File: src/rtl/lsu_mem_ctrl.sv
// Load/store initiator between the core memory stage and a word-addressed data RAM.
// Loads are extended from the RAM's right-justified data; sub-word stores are done as
// read-modify-write of the containing word so neighbouring bytes are preserved.
`timescale 1ns / 1ps

module lsu_mem_ctrl #(
   parameter int unsigned ADDR_WIDTH = 32,
   parameter int unsigned DATA_WIDTH = 32
) (
   input  logic                  clk,
   input  logic                  rst,
   input  logic                  req_valid,
   output logic                  req_ready,
   input  logic                  req_we,
   input  logic [2:0]            req_funct3,
   input  logic [ADDR_WIDTH-1:0] req_addr,
   input  logic [DATA_WIDTH-1:0] req_wdata,
   output logic                  rsp_valid,
   output logic [DATA_WIDTH-1:0] rsp_rdata,
   output logic                  rsp_err,
   output logic [2:0]            mem_rwtyp,
   output logic [ADDR_WIDTH-1:0] mem_addr,
   output logic [DATA_WIDTH-1:0] mem_data,
   output logic                  mem_wren,
   output logic                  mem_rden,
   input  logic [DATA_WIDTH-1:0] mem_q
);

   localparam logic [2:0] F3Byte  = 3'b000;
   localparam logic [2:0] F3Half  = 3'b001;
   localparam logic [2:0] F3Word  = 3'b010;
   localparam logic [2:0] F3ByteU = 3'b100;
   localparam logic [2:0] F3HalfU = 3'b101;

   typedef enum logic [2:0] {
      StIdle,
      StRdIssue,
      StRdWait,
      StWrIssue,
      StResp
   } state_e;

   state_e state_q, state_d;

   logic                  we_q;
   logic [2:0]            funct3_q;
   logic [ADDR_WIDTH-1:0] addr_q;
   logic [DATA_WIDTH-1:0] wdata_q;
   logic [DATA_WIDTH-1:0] rdata_q;
   logic                  err_q;

   logic                  accept;
   logic                  req_legal;
   state_e                accept_state;
   logic [ADDR_WIDTH-1:0] word_addr;
   logic [DATA_WIDTH-1:0] load_ext;
   logic [DATA_WIDTH-1:0] merged;

   assign word_addr = {addr_q[ADDR_WIDTH-1:2], 2'b00};

   // Legality of the presented request and the state it starts in once accepted.
   always_comb begin
      req_legal = 1'b0;
      case (req_funct3)
         F3Byte:  req_legal = 1'b1;
         F3Half:  req_legal = ~req_addr[0];
         F3Word:  req_legal = (req_addr[1:0] == 2'b00);
         F3ByteU: req_legal = ~req_we;
         F3HalfU: req_legal = ~req_we & ~req_addr[0];
         default: req_legal = 1'b0;
      endcase

      if (!req_legal) begin
         accept_state = StResp;
      end else if (req_we && (req_funct3 == F3Word)) begin
         accept_state = StWrIssue;
      end else begin
         // Loads and sub-word stores both start with a read.
         accept_state = StRdIssue;
      end
   end

   // Extend load data and build the merged RMW word from the current mem_q.
   always_comb begin
      case (funct3_q)
         F3Byte:  load_ext = {{(DATA_WIDTH-8){mem_q[7]}}, mem_q[7:0]};
         F3Half:  load_ext = {{(DATA_WIDTH-16){mem_q[15]}}, mem_q[15:0]};
         F3ByteU: load_ext = {{(DATA_WIDTH-8){1'b0}}, mem_q[7:0]};
         F3HalfU: load_ext = {{(DATA_WIDTH-16){1'b0}}, mem_q[15:0]};
         default: load_ext = mem_q;
      endcase

      merged = mem_q;
      if (funct3_q == F3Byte) begin
         merged[{addr_q[1:0], 3'b000} +: 8] = wdata_q[7:0];
      end else if (funct3_q == F3Half) begin
         merged[{addr_q[1], 4'b0000} +: 16] = wdata_q[15:0];
      end
   end

   // State register.
   always_ff @(posedge clk) begin
      if (rst) begin
         state_q <= StIdle;
      end else begin
         state_q <= state_d;
      end
   end

   // Next state and all outputs, decoded from the current state and captured request.
   always_comb begin
      state_d   = state_q;
      req_ready = 1'b0;
      rsp_valid = 1'b0;
      rsp_err   = 1'b0;
      rsp_rdata = '0;
      mem_rwtyp = F3Word;
      mem_addr  = '0;
      mem_data  = '0;
      mem_wren  = 1'b0;
      mem_rden  = 1'b0;

      case (state_q)
         StIdle: begin
            req_ready = ~rst;
            if (req_valid) begin
               state_d = accept_state;
            end
         end
         StRdIssue: begin
            mem_rden = 1'b1;
            if (we_q) begin
               mem_addr = word_addr;
            end else begin
               mem_rwtyp = funct3_q;
               mem_addr  = addr_q;
            end
            state_d = StRdWait;
         end
         StRdWait: begin
            state_d = we_q ? StWrIssue : StResp;
         end
         StWrIssue: begin
            mem_wren = 1'b1;
            mem_addr = word_addr;
            mem_data = wdata_q;
            state_d  = StResp;
         end
         StResp: begin
            rsp_valid = 1'b1;
            rsp_err   = err_q;
            rsp_rdata = rdata_q;
            // Accepting here gives the 3/2/4-cycle back-to-back spacing.
            req_ready = ~rst;
            state_d   = req_valid ? accept_state : StIdle;
         end
         default: begin
            state_d = StIdle;
         end
      endcase
   end

   assign accept = req_valid & req_ready;

   // Request capture on accept; load result or merged store word captured in RD_WAIT.
   always_ff @(posedge clk) begin
      if (rst) begin
         we_q     <= 1'b0;
         funct3_q <= F3Word;
         addr_q   <= '0;
         wdata_q  <= '0;
         rdata_q  <= '0;
         err_q    <= 1'b0;
      end else if (accept) begin
         we_q     <= req_we;
         funct3_q <= req_funct3;
         addr_q   <= req_addr;
         wdata_q  <= req_wdata;
         rdata_q  <= '0;
         err_q    <= ~req_legal;
      end else if (state_q == StRdWait) begin
         if (we_q) begin
            wdata_q <= merged;
         end else begin
            rdata_q <= load_ext;
         end
      end
   end

endmodule

File: config.mk
export PLATFORM = sky130hd
export DESIGN_NAME = lsu_mem_ctrl
export DESIGN_NICKNAME = d
export VERILOG_FILES = /design/src/rtl/lsu_mem_ctrl.sv
export SDC_FILE = /design/constraint.sdc
export NUM_CORES = 1
export LEC_CHECK = 0
export ABC_AREA = 1
export BUFFER_PORTS_ARGS = -buffer_cell sky130_fd_sc_hd__buf_2
export CAP_MARGIN = 20
export CORE_MARGIN = 5
export CORE_UTILIZATION = 30
export CTS_CLUSTER_DIAMETER = 80
export DETAILED_ROUTE_END_ITERATION = 16
export GPL_TIMING_DRIVEN = 1
export PLACE_DENSITY = 0.62
export SLEW_MARGIN = 20
export SYNTH_ARGS = -nofsm -noshare
export SYNTH_HDL_FRONTEND = slang
export SYNTH_SLANG_ARGS = --single-unit
File: constraint.sdc
create_clock -name clk -period 3.15 [get_ports clk]
set_input_delay 0.7875 -clock clk [delete_from_list [all_inputs] [get_ports clk]]
set_output_delay 0.7875 -clock clk [all_outputs]
set_load 0.01 [all_outputs]
Word level (Yosys, flattened, before mapping)
Cells that the tools add are included.
{"block": "classes", "n_addsub": 2, "n_eq_ne": 12, "shifts": 4, "muxes": 26, "bitwise": 7, "n_reduce_logical": 11}
{"op": "$mux 32", "n": 7}
{"op": "$pmux 32 s4", "n": 1}
{"op": "$bwmux 32", "n": 2}
{"op": "$pmux 32 s2", "n": 1}
{"op": "$shift 16x7->32 const A", "n": 1}
{"op": "$shift 8x7->32 const A", "n": 1}
{"op": "$shiftx 16x7->32", "n": 1}
{"op": "$shiftx 8x7->32", "n": 1}
{"op": "$mux 3", "n": 6}
{"op": "$eq 3x3->1 const B", "n": 5}
{"op": "$pmux 3 s5", "n": 1}
{"op": "$neg 5->7", "n": 2}
{"op": "$eq 3x1->1 const B", "n": 3}
{"op": "$eq 3x2->1 const B", "n": 3}
{"op": "$logic_not 3->1", "n": 3}
{"op": "$mux 1", "n": 5}
{"op": "$not 1->1", "n": 5}
{"op": "$pmux 1 s5", "n": 1}
{"op": "$mux 2", "n": 2}
{"op": "$reduce_and 2->1", "n": 2}
{"op": "$reduce_bool 2->1", "n": 2}
{"op": "$reduce_or 2->1", "n": 2}
{"op": "$and 1x1->1", "n": 2}
{"op": "$logic_not 2->1", "n": 1}
{"op": "other kinds (2)", "n": 2}
{"block": "word_totals", "regBits": 104, "input_bits": 103, "output_inout_bits": 104, "wordCells": 69}

Depth between registers and ports, before layout
Gate-level depths: netlist of run 1.
{"block": "logic_depth", "ltp_word": 8, "depth_mapped": 11, "ltp_nobuf": 9}

Worst setup path after synthesis of run 1
No wires, ideal clock.
{"block": "synth_timing", "kind": "reg2out", "from": "register state_q[0]", "to": "output port mem_data[10]", "t_arrival_ns": 1.290, "t_required_ns": 2.362, "slack_ns": 1.073, "path_stages_with_launch": 8, "n_path_buf": 1, "path_cell_list": "dfxtp_1 -> inv_1 -> nor2_1 -> inv_1 -> nor2_1 -> inv_1 -> clkbuf_1 -> nor2_1"}
{"block": "synth_via", "elab_chain_len": 2}
{"element": "start: declaration", "line_no": "43", "rtl": "state_e state_q, state_d;"}
{"element": "start signal: assignment", "line_no": "104", "rtl": "state_q <= StIdle;"}
{"element": "start signal: assignment", "line_no": "106", "rtl": "state_q <= state_d;"}
{"element": "$eq 3x2->1", "line_no": "123", "rtl": "case (state_q)"}
{"element": "$mux 32", "line_no": "123"}
{"element": "end: declaration", "line_no": "23", "rtl": "output logic [DATA_WIDTH-1:0] mem_data,"}
Every way passes these cells.

Worst setup path after layout of run 1
{"block": "layout_timing", "from": "register state_q[1]", "to": "output port rsp_rdata[12]"}
{"block": "layout_via", "elab_chain_len": 2}
{"element": "$eq 3x3->1", "line_no": "123"}
{"element": "$mux 32", "line_no": "123"}
{"element": "end: declaration", "line_no": "19", "rtl": "output logic [DATA_WIDTH-1:0] rsp_rdata,"}
Every way passes these cells.

==> flow_metrics.env, run 1 <==
export IMPL_drive_gt1_frac=0.226
export IMPL_grt_remaining_overflow=0
export IMPL_startpoint_type="flop"
export IMPL_synth_edff_count=0
export IMPL_finalSetupTns_ns=0
export IMPL_cts_repair_resized=0
export IMPL_route_detailed_drc=0
export IMPL_hold_worst_slack_ns=0.456
export IMPL_cp_cell_sequence="nor2_2 > inv_1 > nor2_1 > inv_1 > buf_12 > nor2_1 > buf_2"
export IMPL_htree_num_levels=3
export IMPL_powerDensity_nw_per_um2=432
export IMPL_slew_headroom=0.318
export IMPL_setup_violations_final=0
export IMPL_crit_buf_inv=4
export IMPL_cpLargestDelayFamily="buffers and inverters"
export IMPL_critPathMaxStageDelay_ns=0.36
export IMPL_gr_usage_met1=0.235
export IMPL_cp_max_fo=24
export IMPL_fillCellCount=2120
export IMPL_place_detailed_hpwl_mm=15.9
export IMPL_netlist_instances=930
export IMPL_avgRoutedWirePerCell_um=15.0
export IMPL_synth_top_cell_area_share=0.358
export IMPL_synth_area_sq_um=5810
export IMPL_worstSetupPathType="flop to primary output"
export IMPL_worstSetupEndpointType="primary output"
export IMPL_tightest_slew_ns=1.02
export IMPL_cts_root_buf="clkbuf_16"
export IMPL_ant_nets=0
export IMPL_cts_tree="yes"
export IMPL_fmax_mhz=361
export IMPL_synth_avg_cell_area_sq_um=6.25
export IMPL_gp_congestion=0.870
export IMPL_finalPower_mw=3.16
export IMPL_final_max_slew_viol_count=0
export IMPL_yosysWarnings=0
export IMPL_vias=6327
export IMPL_die_area_sq_um=22200
export IMPL_grt_busiest_layer="met2"
export IMPL_grt_util_met3=0.0632
export IMPL_areaGrowthSynthToFinish_pct=26.0
export IMPL_vias_per_cell=4.60
export IMPL_ys_flop_type="dfxtp_1"
export IMPL_synth_largest_area_cell="dfxtp_1"
export IMPL_rows=50
export IMPL_hp_class="flop to flop"
export IMPL_drtIter0Drc=397
export IMPL_synth_common_cells="nand2_1 (173), nor2_1 (155), inv_1 (151)"
export IMPL_crit_path_top_delay_cell="dfxtp_1"
export IMPL_outcome="finished clean"
export IMPL_vdd_drop_max_mv=0.291
export IMPL_drt_pre_antenna_iters=5
export IMPL_synth_seq_cells=104
export IMPL_coreArea_sq_um=18900
export IMPL_yosys_top_cells_area="dfxtp_1 (36%), nand2_1 (11%), nor2_1 (10%)"
export IMPL_cp_required_ns=2.36
export IMPL_rsz0062_at_grt="false"
export IMPL_io_pins=207
export IMPL_async_flop_share=0
export IMPL_cts_buffers=9
export IMPL_place_area_sq_um=7020
export IMPL_insertion_delay_ns=0.36
export IMPL_nets=1215
export IMPL_power_leakage_nw=3.58
export IMPL_grt_use_total=0.185
export IMPL_period_needed_ns=2.77
export IMPL_die_y_um=149
export IMPL_finalCritPeriodShare=0.880
export IMPL_fin_skew_ns=0.0118
export IMPL_initial_core_util=0.307
export IMPL_clk_pin_slew_ns=0.07
export IMPL_gr_usage_met2=0.298
export IMPL_antenna_found_initial=3
export IMPL_arrival_ns=1.98
export IMPL_grt_pass1_vias=6195
export IMPL_die_x_um=149
export IMPL_cts_hold_buffers=0
export IMPL_maxCapViolCount=0
export IMPL_postCtsSetupRepairBufs=0
export IMPL_yosysMostFrequentCell="nand2_1"
export IMPL_grt_max_degree=44
export IMPL_yosysSeqAreaShare=0.358
export IMPL_syn_num_nets=1038
export IMPL_yosysUniqueCellTypes=33
export IMPL_hold_viol=0
export IMPL_postLayoutCoreUtil=0.387
export IMPL_routed_wl_mm=20.6
export IMPL_port_buffers=206
export IMPL_cts_max_path_buffers=2
export IMPL_clock_sinks=104
export IMPL_grt_pass1_wl_mm=32.6
export IMPL_post_route_cell_area_sq_um=7320
## metal layers
metal / share of wire / wire length, um
met2: 0.46 / 9450
met1: 0.44 / 9010
met4: 0.018 / 371
met3: 0.084 / 1720
met5: 0.0014 / 28
## kinds of logic (layout without fill, tap and decap cells)
group | Yosys count | in the layout | synth area share
buffers and inverters | 205 | 387 | 0.141
AOI/OAI and AO/OA | 218 | 218 | 0.203
adders and majority gates | 5 | 5 | 0.0108
other | 0 | 2 | 0
DFF | 104 | 104 | 0.358
and+or+nand+nor | 398 | 398 | 0.287
## stage by stage
stage	instances	setup WS (ns)
after floorplan	930	1.07
after global placement	1356	0.712
after detailed placement	1356	0.649
after CTS	1372	0.351
after global routing	1372	0.177
final	1374	0.378
## flip-flops by register name, summed over array words and instances, names as in the netlist
signal / cells
addr_q: 32
rdata_q: 32
wdata_q: 32
funct3_q: 3
state_q: 3
err_q: 1
we_q: 1
## tightest hold or removal path: cells and delay by family (launching register included)
kind,cells,cell delay (ns)
DFF,1,0.30
AOI/OAI and AO/OA,1,0.05
buffers and inverters,1,0.06
## path summary, 6_finish.rpt
kind	start	to	slack [ns]	cells past startpoint
max	state_q[1]	rsp_rdata[12]	0.38	7
min reg2reg	rdata_q[5]	rdata_q[5]	0.46	2
min	rdata_q[5]	rdata_q[5]	0.46	2
max reg2reg	addr_q[0]	wdata_q[28]	0.84	9
## placed cells by master (no fill, tap or decap), types with 3 or more instances in the layout
cell and n:
dfxtp_1 104, clkbuf_16 9, a21oi_1 72, inv_1 151, nand3_1 44, nand4_1 9, nor2_1 155, o211ai_1 8
a211oi_1 8, inv_6 3, nor2_4 4, o21bai_1 8, buf_2 206, nand2_2 3, o21ai_0 114, nand2_1 173
ha_1 5, inv_2 4, buf_4 9, o21ai_1 3
## cell type report
class	instances	area, sq um	area share
well taps	260	325	0.0445
inverters	155	582	0.0795
flip-flops and latches	104	2080	0.285
repair buffers	216	1120	0.153
clock inverters	5	63.8	0.00872
diodes	2	5.00	0.000684
clock buffers	11	233	0.0318
multi-input cells	621	2910	0.397
## where the power goes
group / internal (mW) / total (mW) / leakage (nW) / switching (mW)
registers: 1.39 / 1.44 / 0.852 / 0.0480
clock network: 0.626 / 1.15 / 0.141 / 0.528
logic: 0.189 / 0.567 / 2.59 / 0.377
No activity file was read; power rests on OpenSTA's default activity.
==> run 2, diff against run 1 <==
--- a/config.mk
+++ b/config.mk
@@ -13,7 +13,7 @@
 export CTS_CLUSTER_DIAMETER = 80
 export DETAILED_ROUTE_END_ITERATION = 16
 export GPL_TIMING_DRIVEN = 1
-export PLACE_DENSITY = 0.62
+export PLACE_DENSITY = 0.52
 export SLEW_MARGIN = 20
 export SYNTH_ARGS = -nofsm -noshare
 export SYNTH_HDL_FRONTEND = slang
==> run 2 against run 1 <==
Compared with the run above: worst setup slack gained 0.084 ns; utilization is essentially flat; non-clock buffer count grew 1; routed wire length shrank 0.25%; via count grew 0.32%; register-to-register slack lost 0.08 ns; clock power is essentially flat; count of clock-buffer cells in the layout shrank 2; largest cell class unchanged; largest power group unchanged.
==> flow_metrics.env, run 2 (synthesis gave the netlist of run 1 again) <==
export IMPL_setup_violations_final=0
export IMPL_areaGrowthSynthToFinish_pct=25.9
export IMPL_startpoint_type="flop"
export IMPL_cp_required_ns=2.36
export IMPL_ant_nets=0
export IMPL_cp_cell_sequence="inv_1 > nor2_1 > inv_1 > nor2_1 > inv_1 > nor2_1 > buf_2"
export IMPL_avgRoutedWirePerCell_um=14.9
export IMPL_outcome="finished clean"
export IMPL_vdd_drop_max_mv=0.244
export IMPL_drt_pre_antenna_iters=6
export IMPL_period_needed_ns=2.69
export IMPL_tightest_slew_ns=0.928
export IMPL_vias_per_cell=4.62
export IMPL_cts_buffers=9
export IMPL_nets=1216
export IMPL_grt_remaining_overflow=0
export IMPL_cts_tree="yes"
export IMPL_maxCapViolCount=0
export IMPL_finalSetupTns_ns=0
export IMPL_critPathMaxStageDelay_ns=0.67
export IMPL_fillCellCount=2189
export IMPL_finalWorstSetupSlack_ns=0.463
export IMPL_cpLargestDelayFamily="buffers and inverters"
export IMPL_place_detailed_hpwl_mm=16.0
export IMPL_grt_pass1_wl_mm=32.5
export IMPL_power_leakage_nw=3.58
export IMPL_crit_buf_inv=4
export IMPL_cp_max_fo=32
export IMPL_layout_common_cells="buf_2 (206), nand2_1 (173), nor2_1 (155), inv_1 (151), o21ai_0 (114)"
export IMPL_routed_wl_mm=20.5
export IMPL_grt_use_total=0.183
export IMPL_rows=50
export IMPL_arrival_ns=1.90
export IMPL_io_pins=207
export IMPL_worstSetupPathType="flop to primary output"
export IMPL_clock_sinks=104
export IMPL_gp_congestion=0.921
export IMPL_htree_num_levels=3
export IMPL_fmax_mhz=372
export IMPL_grt_max_degree=44
export IMPL_slew_headroom=0.381
export IMPL_worstSetupEndpointType="primary output"
export IMPL_place_ws_ns=0.722
export IMPL_die_area_sq_um=22200
export IMPL_clk_pin_slew_ns=0.07
export IMPL_rsz0062_at_grt="false"
export IMPL_postCtsSetupRepairBufs=0
export IMPL_final_max_slew_viol_count=0
export IMPL_cts_max_path_buffers=2
export IMPL_antenna_found_initial=2
export IMPL_port_buffers=206
export IMPL_cts_repair_resized=0
export IMPL_powerDensity_nw_per_um2=431
export IMPL_route_detailed_drc=0
export IMPL_vias=6347
export IMPL_fin_skew_ns=0.00658
export IMPL_grt_pass1_vias=6171
export IMPL_drive_gt1_frac=0.228
export IMPL_coreArea_sq_um=18900
export IMPL_die_x_um=149
export IMPL_top_regs="addr_q: 32 flops, rdata_q: 32 flops, wdata_q: 32 flops"
export IMPL_cts_hold_buffers=0
export IMPL_die_y_um=149
export IMPL_cts_root_buf="clkbuf_16"
export IMPL_hp_class="flop to flop"
export IMPL_hold_viol=0
export IMPL_layout_commonest_cell="buf_2"
export IMPL_crit_path_top_delay_cell="inv_1"
export IMPL_insertion_delay_ns=0.36
export IMPL_initial_core_util=0.307
export IMPL_finalCritPeriodShare=0.853
export IMPL_drtIter0Drc=354
==> run 2: cell count changes in the layout (fill, tap and decap cells not counted) <==
cell        before  now
diode_2          2    1
clkinv_4         0    2
clkbuf_1         2    0
clkinv_2         0    2
buf_12           1    0
buf_4            9   11
inv_6            3    0
clkinvlp_4       1    2
==> run 2: final cells by class <==
class,instances,area (sq um),share of cell area
clock buffers,9,225,0.0308
repair buffers,217,1110,0.152
multi-input cells,621,2910,0.398
clock inverters,7,72.6,0.00993
inverters,155,582,0.0796
well taps,260,325,0.0445
flip-flops and latches,104,2080,0.285
diodes,1,2.50,0.000342
==> run 2: final timing paths <==
check | startpoint | end | slack [ns] | depth (start not counted)
worst max-delay path | state_q[0] | mem_data[7] | 0.46 | 7
worst min-delay path | rdata_q[3] | rdata_q[3] | 0.45 | 2
worst max register to register | addr_q[0] | wdata_q[15] | 0.76 | 8
worst min register to register | rdata_q[3] | rdata_q[3] | 0.45 | 2
==> run 2: through the flow <==
stage                util  cell area, sq um  hold slack (ns)  instances  power, mW
CTS                 0.387              7310            0.458       1373       3.19
global route        0.387              7310            0.481       1374       3.32
floorplan               -              5810            0.429        930       1.82
detailed placement  0.371              7010            0.446       1357       2.04
finish              0.387              7310            0.452       1374       3.15
global placement    0.371              7010            0.440       1357       2.03
==> run 2: worst register-to-register path, delay by kind of cell, from the launching register on <==
kind                       cells  cell delay, ns
and+or+nand+nor                4            0.66
adders and majority gates      1            0.30
buffers and inverters          2            0.62
AOI/OAI and AO/OA              1            0.16
DFF                            1            0.59
==> run 2: layer usage <==
metal	track usage	up-vias	wire length, um
li1	-	3271	-
met2	0.305	191	9770
met3	0.0507	24	1550
met4	0.0485	2	352
met1	0.232	2859	8860
met5	0	-	7
==> run 2: power by group <==
group          total (mW)  switching [mW]  internal (mW)
Combinational       0.558           0.372          0.187
Clock                1.15           0.530          0.617
Sequential           1.44          0.0500           1.39
